===== src/rtl/shared_mul_sched_pkg.sv =====
// -----------------------------------------------------------------------------
// shared_mul_sched_pkg
// Shared types and constants for the shared multiplier scheduler.
//   OP_W    : operand width of each requester (unsigned)
//   RES_W   : product / accumulator width
//   state_e : scheduler FSM state encoding
// -----------------------------------------------------------------------------
package shared_mul_sched_pkg;

    localparam int OP_W  = 8;
    localparam int RES_W = 2 * OP_W;

    // One partial-product state per quarter of the 8x8 product, then a
    // response-hold state.
    typedef enum logic [2:0] {
        IDLE = 3'd0,
        PP0  = 3'd1,
        PP1  = 3'd2,
        PP2  = 3'd3,
        PP3  = 3'd4,
        RESP = 3'd5
    } state_e;

endpackage


===== src/rtl/shared_mul_sched_mul4x4.sv =====
// -----------------------------------------------------------------------------
// mul4x4_core
// Purely combinational 4x4 unsigned multiplier; the single shared arithmetic
// resource of the scheduler.
// Ports:
//   a [3:0] : multiplicand nibble
//   b [3:0] : multiplier nibble
//   p [7:0] : unsigned product a*b
// -----------------------------------------------------------------------------
module mul4x4_core
    import shared_mul_sched_pkg::*;
(
    input  logic [3:0] a,
    input  logic [3:0] b,
    output logic [7:0] p
);

    // Widen before multiplying so the product is computed at full width.
    assign p = {4'b0000, a} * {4'b0000, b};

endmodule


===== src/rtl/shared_mul_sched.sv =====
// -----------------------------------------------------------------------------
// shared_mul_sched
// Two requesters share one 4x4 multiplier to form 8x8 unsigned products.
// A request is accepted in IDLE, the product is built from four nibble
// partial products over PP0..PP3, and held in RESP until consumed.
// Parameters:
//   FAIR : 1 = round-robin between requesters, 0 = requester 0 wins ties
// Ports:
//   clk, rst            : clock, synchronous active-high reset
//   req_valid[1:0]      : per-requester request
//   req_ready[1:0]      : per-requester accept (one-hot, IDLE only)
//   req_a0/b0, a1/b1    : requester 0 / 1 operands
//   rsp_valid/ready     : response handshake
//   rsp_data[15:0]      : product
//   rsp_id              : requester that owns rsp_data
//   busy                : high whenever not IDLE
//   done_cnt[15:0]      : wrapping count of consumed responses
// -----------------------------------------------------------------------------
module shared_mul_sched
    import shared_mul_sched_pkg::*;
#(
    parameter bit FAIR = 1'b1
) (
    input  logic             clk,
    input  logic             rst,
    input  logic [1:0]       req_valid,
    output logic [1:0]       req_ready,
    input  logic [OP_W-1:0]  req_a0,
    input  logic [OP_W-1:0]  req_b0,
    input  logic [OP_W-1:0]  req_a1,
    input  logic [OP_W-1:0]  req_b1,
    output logic             rsp_valid,
    input  logic             rsp_ready,
    output logic [RES_W-1:0] rsp_data,
    output logic             rsp_id,
    output logic             busy,
    output logic [15:0]      done_cnt
);

    state_e            state_q, state_d;
    logic [OP_W-1:0]   a_q, a_d;
    logic [OP_W-1:0]   b_q, b_d;
    logic [RES_W-1:0]  acc_q, acc_d;
    logic              id_q, id_d;
    logic              last_q, last_d;     // requester granted most recently
    logic [15:0]       done_cnt_q, done_cnt_d;

    logic [1:0]        grant;
    logic [3:0]        mul_a, mul_b;
    logic [7:0]        mul_p;

    mul4x4_core u_mul (
        .a (mul_a),
        .b (mul_b),
        .p (mul_p)
    );

    // -------------------------------------------------------------------------
    // Arbiter: a lone request is always granted; on a tie the round-robin
    // variant picks the requester that did not win last time.
    // -------------------------------------------------------------------------
    always_comb begin
        grant = 2'b00;
        case (req_valid)
            2'b01:   grant = 2'b01;
            2'b10:   grant = 2'b10;
            2'b11:   grant = (FAIR && !last_q) ? 2'b10 : 2'b01;
            default: grant = 2'b00;
        endcase
    end

    // -------------------------------------------------------------------------
    // Next-state, datapath and handshake outputs
    // -------------------------------------------------------------------------
    always_comb begin
        // NOTE: every signal written here gets a default first, so no path
        // leaves one unassigned and no latch is inferred.
        state_d   = state_q;
        a_d       = a_q;
        b_d       = b_q;
        acc_d     = acc_q;
        id_d      = id_q;
        last_d    = last_q;
        req_ready = 2'b00;
        mul_a     = a_q[3:0];
        mul_b     = b_q[3:0];

        case (state_q)
            IDLE: begin
                // Reset wins over a same-cycle handshake, so no accept is shown.
                req_ready = rst ? 2'b00 : grant;
                if (grant != 2'b00) begin
                    state_d = PP0;
                    id_d    = grant[1];
                    last_d  = grant[1];
                    a_d     = grant[1] ? req_a1 : req_a0;
                    b_d     = grant[1] ? req_b1 : req_b0;
                end
            end
            PP0: begin
                mul_a   = a_q[3:0];
                mul_b   = b_q[3:0];
                acc_d   = {8'h00, mul_p};
                state_d = PP1;
            end
            PP1: begin
                mul_a   = a_q[7:4];
                mul_b   = b_q[3:0];
                acc_d   = acc_q + {4'h0, mul_p, 4'h0};
                state_d = PP2;
            end
            PP2: begin
                mul_a   = a_q[3:0];
                mul_b   = b_q[7:4];
                acc_d   = acc_q + {4'h0, mul_p, 4'h0};
                state_d = PP3;
            end
            PP3: begin
                mul_a   = a_q[7:4];
                mul_b   = b_q[7:4];
                acc_d   = acc_q + {mul_p, 8'h00};
                state_d = RESP;
            end
            RESP: begin
                if (rsp_ready) begin
                    state_d = IDLE;
                end
            end
            default: state_d = IDLE;
        endcase
    end

    assign done_cnt_d = (rsp_valid && rsp_ready) ? done_cnt_q + 16'd1 : done_cnt_q;

    // -------------------------------------------------------------------------
    // State registers
    // -------------------------------------------------------------------------
    always_ff @(posedge clk) begin
        // NOTE: non-blocking assignments let every register sample the values
        // from before this edge, independent of statement order.
        if (rst) begin
            state_q    <= IDLE;
            a_q        <= '0;
            b_q        <= '0;
            acc_q      <= '0;
            id_q       <= 1'b0;
            last_q     <= 1'b1;    // first tie after reset goes to requester 0
            done_cnt_q <= '0;
        end else begin
            state_q    <= state_d;
            a_q        <= a_d;
            b_q        <= b_d;
            acc_q      <= acc_d;
            id_q       <= id_d;
            last_q     <= last_d;
            done_cnt_q <= done_cnt_d;
        end
    end

    // Response fields are forced to zero outside RESP.
    assign rsp_valid = (state_q == RESP);
    assign rsp_data  = rsp_valid ? acc_q : '0;
    assign rsp_id    = rsp_valid & id_q;
    assign busy      = (state_q != IDLE);
    assign done_cnt  = done_cnt_q;

endmodule

===== config.mk =====
export PLATFORM = sky130hd
export DESIGN_NAME = shared_mul_sched
export DESIGN_NICKNAME = d
export VERILOG_FILES = /design/src/rtl/shared_mul_sched_pkg.sv /design/src/rtl/shared_mul_sched_mul4x4.sv /design/src/rtl/shared_mul_sched.sv
export SDC_FILE = /design/constraint.sdc
export NUM_CORES = 1
export LEC_CHECK = 0
export BUFFER_PORTS_ARGS = -buffer_cell sky130_fd_sc_hd__buf_2
export CAP_MARGIN = 5
export CORE_MARGIN = 2
export CORE_UTILIZATION = 40
export CTS_BUF_LIST = sky130_fd_sc_hd__clkbuf_16
export CTS_CLUSTER_DIAMETER = 50
export DETAILED_ROUTE_END_ITERATION = 6
export GPL_ROUTABILITY_DRIVEN = 0
export PLACE_DENSITY = 0.59
export SLEW_MARGIN = 15
export SYNTH_ARGS = -nofsm -noshare
export SYNTH_HDL_FRONTEND = slang
export SYNTH_SLANG_ARGS = --single-unit

===== constraint.sdc =====
create_clock -name clk -period 14.45 [get_ports clk]
set_input_delay 3.6125 -clock clk [delete_from_list [all_inputs] [get_ports clk]]
set_output_delay 3.6125 -clock clk [all_outputs]
set_load 0.03 [all_outputs]

==> results.py <==
metrics = {
    "final_layout": {
        "final_util_pct": 47.06,
        "drive_gt1_share_pct": 18.80,
        "synthToLayoutAreaGrowth_pct": 14.69,
        "multi_input_area_um2": 2540,
        "fill_cells": 963,
        "fin_nets": 587,
        "final_cell_area_um2": 4328,
        "ff_latch_area_um2": 1061,
        "final_cell_mix": "nor2_1 (75), buf_2 (73), dfxtp_1 (53)",
        "antenna_cells": 0,
        "final_common_cell": "nor2_1",
    },
    "critical_path": {
        "crit_buf_inv": 3,
        "worst_path_most_repeated_cell": "buf_2",
        "startpoint_type": "input pin",
        "worst_path_max_delay_cell": "a21oi_2",
        "max_stage_delay_ns": 0.77,
        "reg2reg_to": "acc_q[15]",
        "crit_family": "compound AO/OA/AOI/OAI gates",
        "ff2ff_path_depth": 20,
        "cp_cell_sequence": "buf_2, inv_1, a21oi_2, nor3b_1, buf_2",
        "reg2reg_slack_ns": 8.18,
        "worst_setup_path_end_kind": "output pin",
        "path_max_fanout": 18,
        "cp_data_arrival_time_ns": 5.13,
        "regToRegStartpoint": "state_q[2]",
        "crit_required_ns": 10.84,
        "crit_type": "in2out",
    },
    "sta": {
        "relSlewSlack_pct": 28.37,
        "fin_crit_ns": 8.742,
        "holdWs_ns": 0.4886,
        "skew_ns": 0.005870,
        "setup_violations": 0,
        "fin_ws_ns": 5.708,
        "hold_violations": 0,
        "slew_violations": 0,
        "min_period_over_period_pct": 60.50,
        "fmax_ghz": 0.1144,
        "rsz0062_at_grt": "false",
        "fin_setup_tns_ns": 0,
        "tightest_slew_ns": 1.074,
    },
    "min_path": {
        "hp-start": "acc_q[1]",
        "worstHoldPathCells": 2,
        "hold_end": "acc_q[1]",
        "hold_class": "reg2reg",
    },
    "placed_design": {
        "dp_hpwl_um": 6964,
        "place_area_um2": 4184,
        "port_buffers": 73,
        "pre_cts_ws_ns": 5.679,
    },
    "synthesis": {
        "synth-edff-count": 0,
        "synthMuxAreaShare_pct": 6.897,
        "synth_cell_type_count": 59,
        "synth-xor-area-share_pct": 6.167,
        "synth_area_per_cell_um2": 8.275,
        "ys_warn_count": 0,
        "ys_ff_latch": 53,
        "synth_async_sr_flop_share_pct": 0,
        "synth-compound-area-share_pct": 19.20,
        "yosys_most_used_dff": "dfxtp_1",
        "synth_area_um2": 3774,
        "synth-simple-area-share_pct": 22.15,
        "synth_top_family_by_area": "simple AND/OR/NAND/NOR gates",
        "synthAdderAreaFrac_pct": 12.80,
        "ys_seq_area_share_pct": 28.12,
        "synthesis.nets": 528,
        "synthCells": 456,
    },
    "clock_tree": {
        "cts_buffers": 5,
        "cts.clk_slew.worst_paths_ns": 0.07,
        "cts_root_buf": "clkbuf_16",
        "cts_hold_buf": 0,
        "clock-sinks": 53,
        "cts_setup_buffers": 0,
        "h-tree-depth": 2,
        "cts-resized-gates": 0,
        "insertion_delay_ns": 0.29,
        "cts.path.max_buffers": 2,
        "cts_tree": "done",
    },
    "die": {
        "pin_count": 74,
        "die_w_um": 101.1,
        "start_util_pct": 41.03,
        "dieArea_um2": 10230,
        "die_y_um": 101.1,
        "core_um2": 9196,
        "rows": 35,
    },
    "status": {
        "status": "complete, no violations",
    },
    "drt": {
        "drt-wirelength-per-cell_um": 14.60,
        "vias": 3368,
        "ant_nets": 0,
        "drtIter0Drc": 150,
        "totalWireLength_um": 9156,
        "drc_errors": 0,
        "via_per_inst": 5.372,
        "firstDrtPassIters": 5,
    },
    "power_and_ir_drop": {
        "p_leak_nw": 1.988,
        "power_density_nw_per_um2": 111.5,
        "ir_worst_vdd_v": 0.00006343,
    },
    "global_route": {
        "antenna_found_initial": 0,
        "track_usage_pct": 18.39,
        "grt_max_degree": 57,
        "grt_first_pass_wirelength_um": 15150,
        "overflow": 0,
        "grt_pass1_vias": 3132,
    },
    "flow_run": {
        "cap_violations": 0,
    },
}
==> cells in the mapped netlist, types with 2 or more instances <==
| library cell | n | area share, % |
|---|---|---|
| nor2_1 | 75 | 7.5 |
| dfxtp_1 | 53 | 28 |
| ha_1 | 29 | 9.6 |
| mux2i_1 | 26 | 6.9 |
| a21oi_1 | 21 | 2.8 |
| a211oi_1 | 20 | 4.0 |
| inv_1 | 20 | 2.0 |
| o21ai_0 | 19 | 2.5 |
| nand2_1 | 17 | 1.7 |
| xor2_1 | 15 | 3.5 |
| and2_1 | 14 | 2.3 |
| nor3_1 | 13 | 1.7 |
| nand3_1 | 11 | 1.5 |
| buf_2 | 9 | 1.2 |
| xnor2_1 | 9 | 2.1 |
| or2_2 | 8 | 1.3 |
| clkbuf_1 | 7 | 0.70 |
| nor2b_1 | 7 | 1.2 |
| fa_1 | 6 | 3.2 |
| a21o_1 | 5 | 0.99 |
| a221oi_1 | 5 | 1.2 |
| and3_1 | 5 | 0.83 |
| nand2b_1 | 5 | 0.83 |
| o21a_1 | 4 | 0.80 |
| a31oi_1 | 3 | 0.50 |
| buf_1 | 3 | 0.30 |
| o21bai_1 | 3 | 0.60 |
| o31a_1 | 3 | 0.70 |
| o31ai_1 | 3 | 0.60 |
| or3_1 | 3 | 0.50 |
| a211o_1 | 2 | 0.46 |
| and4_1 | 2 | 0.46 |
| buf_4 | 2 | 0.40 |
| nand3b_1 | 2 | 0.40 |
| nor3b_1 | 2 | 0.40 |
| o41ai_2 | 2 | 0.86 |
==> logic make-up after synthesis <==
family,after synthesis
compound gates,104
xor+xnor,25
fa+ha+maj,35
buf+inv,42
flops,53
mux,26
simple gates,171
==> flip-flops by register name (all words and copies together), names as in the netlist <==
| register | cells |
|---|---|
| a_q | 8 |
| acc_q | 16 |
| b_q | 8 |
| done_cnt | 16 |
| id_q | 1 |
| last_q | 1 |
| state_q | 3 |
==> layer usage <==
layer	wire length (µm)	vias up	GRT usage, %
met4	176	0	5.198
met3	438	13	3.382
met1	4458	1539	25.15
li1	-	1729	-
met5	0	-	0
met2	4083	87	29.80
==> worst min-delay path, cell delays in order (launching register included) <==
cell     delay [ns]
dfxtp_1        0.32
mux2i_1        0.06
nor2_1         0.07
==> worst max-delay path by stage <==
stage	start	depth (start not counted)	end
floorplan	req_valid[1]	4	req_ready[1]
global placement	req_valid[0]	4	req_ready[1]
detailed placement	req_valid[1]	5	req_ready[1]
CTS	req_valid[1]	5	req_ready[1]
global route	req_valid[1]	5	req_ready[1]
finish	req_valid[1]	5	req_ready[1]
==> report_power, final <==
part / leakage, nW / internal, W / switching, W / total (W)
sequential: 0.433 / 0.000163 / 0.0000181 / 0.000182
clock: 0.0672 / 0.0000637 / 0.0000557 / 0.000119
combinational: 1.49 / 0.0000720 / 0.000110 / 0.000182
total: 1.99 / 0.000299 / 0.000183 / 0.000483
==> cell type report <==
| class | count | area share [%] |
|---|---|---|
| Sequential cell | 53 | 24.52 |
| Clock inverter | 3 | 0.4337 |
| Tap cell | 111 | 3.209 |
| Inverter | 21 | 1.821 |
| Timing Repair Buffer | 73 | 8.442 |
| Clock buffer | 5 | 2.891 |
| Multi-Input combinational cell | 361 | 58.69 |
==> per-stage QoR <==
step / total power, W / std cells
6_report: 0.0004826 / 627
5_1_grt: 0.0005172 / 627
4_1_cts: 0.0004856 / 627
3_5_place_dp: 0.0003648 / 619
3_3_place_gp: 0.0003614 / 619
2_1_floorplan: 0.0003224 / 456
(Power assumes the default switching activity.)
